### config.mk
export PLATFORM = sky130hd
export DESIGN_NAME = mem_stage
export DESIGN_NICKNAME = d
export VERILOG_FILES = /design/src/rtl/mem_stage.sv
export SDC_FILE = /design/constraint.sdc
export NUM_CORES = 1
export LEC_CHECK = 0
export CAP_MARGIN = 20
export CORE_MARGIN = 4
export CORE_UTILIZATION = 40
export DETAILED_ROUTE_END_ITERATION = 10
export PLACE_DENSITY_LB_ADDON = 0.05
export SLEW_MARGIN = 30
export SYNTH_ARGS = -nofsm -noshare
export SYNTH_HDL_FRONTEND = slang
export SYNTH_SLANG_ARGS = --single-unit
### constraint.sdc
create_clock -name clk -period 5.4 [get_ports clk]
set_input_delay 0.81 -clock clk [delete_from_list [all_inputs] [get_ports clk]]
set_output_delay 0.81 -clock clk [all_outputs]
set_load 0.02 [all_outputs]
### src/rtl/mem_stage.sv
// mem_stage: memory-access pipeline stage between EXE and WB.
//   Registers the EXE instruction, selects and extends load data from the
//   synchronous data SRAM, and forwards the result to WB and to ID.
// Latency: one cycle per instruction; the result is combinational from the
//   stage register and the SRAM read data.
// Backpressure: holds its instruction while ws_allowin=0. The SRAM word is
//   captured on the first cycle so stalls do not depend on the SRAM output.
// Ports:
//   clk, reset          - clock and synchronous active-high reset
//   ws_allowin          - WB can accept this cycle
//   ms_allowin          - MEM can accept from EXE this cycle
//   es_to_ms_valid/bus  - incoming instruction from EXE
//   data_sram_rdata     - SRAM read data, valid in the first MEM cycle
//   ms_to_ws_valid/bus  - outgoing instruction to WB
//   out_ms_valid        - stage occupancy, used for ID hazard detection
//   ms_fwd_bus          - {write-enable, dest, result}, used for ID forwarding
module mem_stage (
  input  logic        clk,
  input  logic        reset,
  input  logic        ws_allowin,
  output logic        ms_allowin,
  input  logic        es_to_ms_valid,
  input  logic [75:0] es_to_ms_bus,
  input  logic [31:0] data_sram_rdata,
  output logic        ms_to_ws_valid,
  output logic [69:0] ms_to_ws_bus,
  output logic        out_ms_valid,
  output logic [37:0] ms_fwd_bus
);

  logic        ms_valid;
  logic        ms_ready_go;
  logic [75:0] ms_bus;
  logic [31:0] rdata_hold;
  logic        rdata_captured;

  // Fields of the stage register.
  logic [4:0]  ld_op;
  logic        res_from_mem;
  logic        gr_we;
  logic [4:0]  dest;
  logic [31:0] exe_result;
  logic [31:0] pc;

  logic        ld_b, ld_h, ld_w, ld_bu, ld_hu;
  logic [1:0]  addr_lo;
  logic [31:0] rdata;
  logic [7:0]  byte_val;
  logic [15:0] half_val;
  logic [31:0] load_val;
  logic [31:0] final_result;

  assign {ld_op, res_from_mem, gr_we, dest, exe_result, pc} = ms_bus;
  assign {ld_b, ld_h, ld_w, ld_bu, ld_hu} = ld_op;
  assign addr_lo = exe_result[1:0];

  // Handshake.
  assign ms_ready_go    = 1'b1;
  assign ms_allowin     = !ms_valid || (ms_ready_go && ws_allowin);
  assign ms_to_ws_valid = ms_valid && ms_ready_go;
  assign out_ms_valid   = ms_valid;

  always_ff @(posedge clk) begin
    if (reset) begin
      ms_valid <= 1'b0;
    end else if (ms_allowin) begin
      ms_valid <= es_to_ms_valid;
    end
  end

  always_ff @(posedge clk) begin
    if (es_to_ms_valid && ms_allowin) begin
      ms_bus <= es_to_ms_bus;
    end
  end

  // The SRAM only presents the word in the first MEM cycle. Whenever the
  // stage is about to change occupant (or empty) the flag drops; otherwise
  // the first stalled cycle grabs the live word.
  always_ff @(posedge clk) begin
    if (reset) begin
      rdata_captured <= 1'b0;
    end else if (ms_allowin) begin
      rdata_captured <= 1'b0;
    end else if (ms_valid && !rdata_captured) begin
      rdata_captured <= 1'b1;
    end
  end

  always_ff @(posedge clk) begin
    if (!ms_allowin && ms_valid && !rdata_captured) begin
      rdata_hold <= data_sram_rdata;
    end
  end

  assign rdata = rdata_captured ? rdata_hold : data_sram_rdata;

  // Lane selection; misaligned halfwords use addr bit 1 only and words
  // ignore the low address bits entirely.
  always_comb begin
    byte_val = 8'h00;
    case (addr_lo)
      2'b00:   byte_val = rdata[7:0];
      2'b01:   byte_val = rdata[15:8];
      2'b10:   byte_val = rdata[23:16];
      default: byte_val = rdata[31:24];
    endcase
  end

  assign half_val = addr_lo[1] ? rdata[31:16] : rdata[15:0];

  always_comb begin
    load_val = rdata;
    if (ld_b)       load_val = {{24{byte_val[7]}}, byte_val};
    else if (ld_bu) load_val = {24'h000000, byte_val};
    else if (ld_h)  load_val = {{16{half_val[15]}}, half_val};
    else if (ld_hu) load_val = {16'h0000, half_val};
    else if (ld_w)  load_val = rdata;
  end

  assign final_result = res_from_mem ? load_val : exe_result;

  assign ms_to_ws_bus = {gr_we, dest, final_result, pc};
  assign ms_fwd_bus   = {ms_valid && gr_we, dest, final_result};

endmodule

==> parameters.txt <==
Parameter                              Value

Setup path
  Cell mode on critical path    sky130_fd_sc_hd__clkdlybuf4s50_1
  Kind of launch point of the worst setup path    input port
  Capturing point of the worst reg2reg path    rdata_hold[5]$_DFFE_PP_
  Worst stage delay on the critical path    660 ps
  Worst setup path class    input port to primary output
  Worst EP required    ~4600 ps
  Register-to-Register Setup Slack    between 3000 and 4000 ps
  Worst reg2reg path startpoint    rdata_captured$_SDFFE_PP0P_
  Cell with the biggest individual delay on the critical path    sky130_fd_sc_hd__clkdlybuf4s50_1
  Worst path cell trace    clkdlybuf4s50_1 > mux2_2 > a2bb2oi_1 > nand3_2 > a31oi_1 > clkdlybuf4s50_1
  CP Capture Type    primary output
  Worst endpoint data arrival time    3260 ps
  Largest fanout of any net on the critical path    8
  Cell depth of the worst flop-to-flop path    3

Logic synthesis
  FF+latch count, synth    approximately 110
  Share of the synthesized area in the top cell type    0.594
  Register area share after synthesis    0.601
  Yosys synthesis warning count    0
  Number of instances in the synthesized netlist    410
  Average cell area after synthesis    13.2 sq um
  Post-Syn Nets    around 520
  Post-synthesis async set-or-reset flop share    0
  Leading register cell type out of synthesis    sky130_fd_sc_hd__edfxtp_1
  Largest area contributor in the netlist    sky130_fd_sc_hd__edfxtp_1
  Dominant cells by area after synthesis    sky130_fd_sc_hd__edfxtp_1 59%, sky130_fd_sc_hd__buf_4 11%, sky130_fd_sc_hd__mux2_2 5.6%, sky130_fd_sc_hd__mux4_2 3.3%, sky130_fd_sc_hd__nand2_1 2.3%
  Post-synthesis cell area    5410 sq um
  Number of unique standard cell types used by synthesis    33
  Number of synthesized flops with an enable pin    between 100 and 150

Global routing
  Total global routing overflow    0
  Vias in the first global route    between 3000 and 4000
  First-pass GRT wire length    approximately 21000 microns
  Initial antenna violation count    0
  GR Util All Layers    0.177
  Maximum number of pins on one net before global-route repair    between 40 and 50

CTS
  Clock sink count    ~110
  Hold bufs inserted after CTS    0
  Number of CTS-inserted buffers    9
  Post-cts resize count    0
  Clock-pin slew on the worst setup and hold paths    approximately 70 ps
  Clock latency reported for the late side of the worst-skew pair    360 ps
  Clock root cell    sky130_fd_sc_hd__clkbuf_16
  Clock tree from TritonCTS    built
  Number of buffers inserted by post-CTS setup repair    0
  Clock Path Buffers    2
  H-Tree Depth    3

Placement
  Routability cong.    about 0.8
  Number of input and output port buffers inserted    221
  HPWL after detailed placement    ~10000 microns
  Dpl cells    714

Min path
  Worst Hold End    rdata_captured$_SDFFE_PP0P_
  Depth of the worst hold-timing path    2
  Start point of the worst hold path    ms_to_ws_valid$_SDFFE_PP0N_
  Path category of the worst min-delay check    register to register

Job
  Max Cap Viol    0

Floorplan
  Number of placement rows    42
  Height of the chip    approximately 120 microns
  Horizontal extent of the die    approximately 120 microns
  Initial Utilization    0.409
  IO Count    roughly 220
  Core Region    13200 sq um
  Die area    15500 sq um

Finish
  Layout cell share with drive strength beyond 1    0.114
  Area growth syn-to-layout    39.4%
  Ant. Diodes    0
  Count of placed standard cells in the final layout, fillers left out    730
  Final Core Density    0.570
  Layout net count    661

STA
  Share of the cycle needed by the critical path after routing    0.754
  Sum of negative setup slack    0 ps
  Min Clock Period, post-route    about 4000 ps
  Worst setup skew after layout    7.43 ps
  Final hold vios    0
  Count of endpoints failing setup in the final report    0
  Pins Over Slew Limit    0
  Slew headroom    0.461
  Max Freq    ~250 MHz
  Slew @ Worst Pin    around 810 ps
  Setup repair after global routing missed its margin    false

Status
  Run status    complete, no violations

Routing
  Number of remaining DRC errors    0
  Detail-routed net length per standard cell    around 19 microns
  Total routed wirelength    roughly 14000 microns
  Total iterations of the first detailed-routing run    4
  Vias per std cell    roughly 5
  Post-route ant nets    0
  Number of design-rule violations left by the first detailed-router iteration    230
  Via Count    3576

Pwr
  Worst-case vdd ir drop    between 0.2 and 0.25 mV
  Ratio of total power to cell area    ~280 nW/um^2
  Leakage power total    approximately 2.6 nW
-- through the flow --
stage	total power [mW]	cell area [sq um]	setup slack [ps]	hold slack (ps)
after global placement	1.49	7190	1350	625
final	2.14	7550	1330	627
after floorplan	1.29	5410	2050	745
after detailed placement	1.50	7240	1300	626
after CTS	2.17	7550	1310	638
after global routing	2.23	7550	1140	681
-- worst max-delay path: cells and delay by family --
kind | cells | cell delay [ps]
buffers and inverters | 2 | 1160
AND/OR/NAND/NOR | 1 | 310
AO/OA/AOI/OAI | 2 | 760
multiplexers | 1 | 210
-- sequential cells by signal, summed over array words and instances (netlist names) --
register	count
ms_bus	75
rdata_captured	1
rdata_hold	32
ms_to_ws_valid	1
-- cell type report --
class                   instances  area (sq um)
multi-input cells             196          1460
clock buffers                   9           225
repair buffers                225          2270
flip-flops and latches        109          3250
well taps                     176           220
inverters                       8          30.0
fillers                      1115          5700
clock inverters                 7          77.6
-- placed cells by master (no fill, tap or decap), types with 2 or more instances in the layout --
| cell type | n |
|---|---|
| sky130_fd_sc_hd__clkdlybuf4s50_1 | 221 |
| sky130_fd_sc_hd__edfxtp_1 | 107 |
| sky130_fd_sc_hd__nand2_1 | 33 |
| sky130_fd_sc_hd__mux2_2 | 27 |
| sky130_fd_sc_hd__nor2_1 | 24 |
| sky130_fd_sc_hd__a21oi_1 | 20 |
| sky130_fd_sc_hd__nor2b_1 | 18 |
| sky130_fd_sc_hd__mux2i_1 | 11 |
| sky130_fd_sc_hd__a31oi_1 | 9 |
| sky130_fd_sc_hd__clkbuf_16 | 9 |
| sky130_fd_sc_hd__mux4_2 | 8 |
| sky130_fd_sc_hd__o211ai_1 | 8 |
| sky130_fd_sc_hd__inv_1 | 8 |
| sky130_fd_sc_hd__o21ai_0 | 7 |
| sky130_fd_sc_hd__o22ai_1 | 6 |
| sky130_fd_sc_hd__o311a_1 | 5 |
| sky130_fd_sc_hd__nand2b_1 | 3 |
| sky130_fd_sc_hd__a2bb2oi_1 | 2 |
| sky130_fd_sc_hd__and2_1 | 2 |
| sky130_fd_sc_hd__inv_6 | 2 |
| sky130_fd_sc_hd__clkinv_8 | 2 |
| sky130_fd_sc_hd__buf_4 | 2 |
-- power breakdown --
| part | switching, mW | total, mW | internal (mW) |
|---|---|---|---|
| Clock | 0.336 | 0.664 | 0.329 |
| Combinational | 0.231 | 0.476 | 0.245 |
| Sequential | 0.0219 | 1.00 | 0.979 |
| Total | 0.588 | 2.14 | 1.55 |
-- synth_stat cells, types with 2 or more instances --
| library cell | n |
|---|---|
| sky130_fd_sc_hd__a21oi_1 | 20 |
| sky130_fd_sc_hd__a2bb2oi_1 | 2 |
| sky130_fd_sc_hd__a31oi_1 | 9 |
| sky130_fd_sc_hd__and2_1 | 3 |
| sky130_fd_sc_hd__buf_2 | 6 |
| sky130_fd_sc_hd__buf_4 | 78 |
| sky130_fd_sc_hd__buf_6 | 3 |
| sky130_fd_sc_hd__clkbuf_1 | 10 |
| sky130_fd_sc_hd__dfxtp_1 | 2 |
| sky130_fd_sc_hd__edfxtp_1 | 107 |
| sky130_fd_sc_hd__inv_1 | 8 |
| sky130_fd_sc_hd__mux2_2 | 27 |
| sky130_fd_sc_hd__mux2i_1 | 11 |
| sky130_fd_sc_hd__mux4_2 | 8 |
| sky130_fd_sc_hd__nand2_1 | 33 |
| sky130_fd_sc_hd__nand2b_1 | 3 |
| sky130_fd_sc_hd__nor2_1 | 25 |
| sky130_fd_sc_hd__nor2b_1 | 18 |
| sky130_fd_sc_hd__o211ai_1 | 8 |
| sky130_fd_sc_hd__o21ai_0 | 7 |
| sky130_fd_sc_hd__o22ai_1 | 6 |
| sky130_fd_sc_hd__o311a_1 | 5 |
-- worst max-delay path by stage --
| stage | startpoint | to | slack (ps) |
|---|---|---|---|
| detailed placement | data_sram_rdata[31] | ms_fwd_bus[14] | 1300 |
| CTS | data_sram_rdata[31] | ms_fwd_bus[14] | 1310 |
| finish | data_sram_rdata[31] | ms_fwd_bus[15] | 1330 |
| floorplan | ws_allowin | ms_bus[0]$_DFFE_PP_ | 2050 |
| global placement | data_sram_rdata[31] | ms_fwd_bus[14] | 1350 |
| global route | data_sram_rdata[31] | ms_fwd_bus[10] | 1140 |
-- routing by layer --
layer	track usage	routed length, microns	vias up
li1	-	-	1702
met3	0.0815	1310	11
met2	0.285	6580	162
met5	0	0	-
met4	0.0548	188	0
met1	0.214	5750	1701
-- cell families after synthesis --
logic type / count (synthesis) / share of synthesized area
buffers and inverters: 105 / 0.132
AO/OA/AOI/OAI: 62 / 0.0770
multiplexers: 46 / 0.110
flip-flops: 109 / 0.601
AND/OR/NAND/NOR: 88 / 0.0798
(Power assumes the default switching activity.)
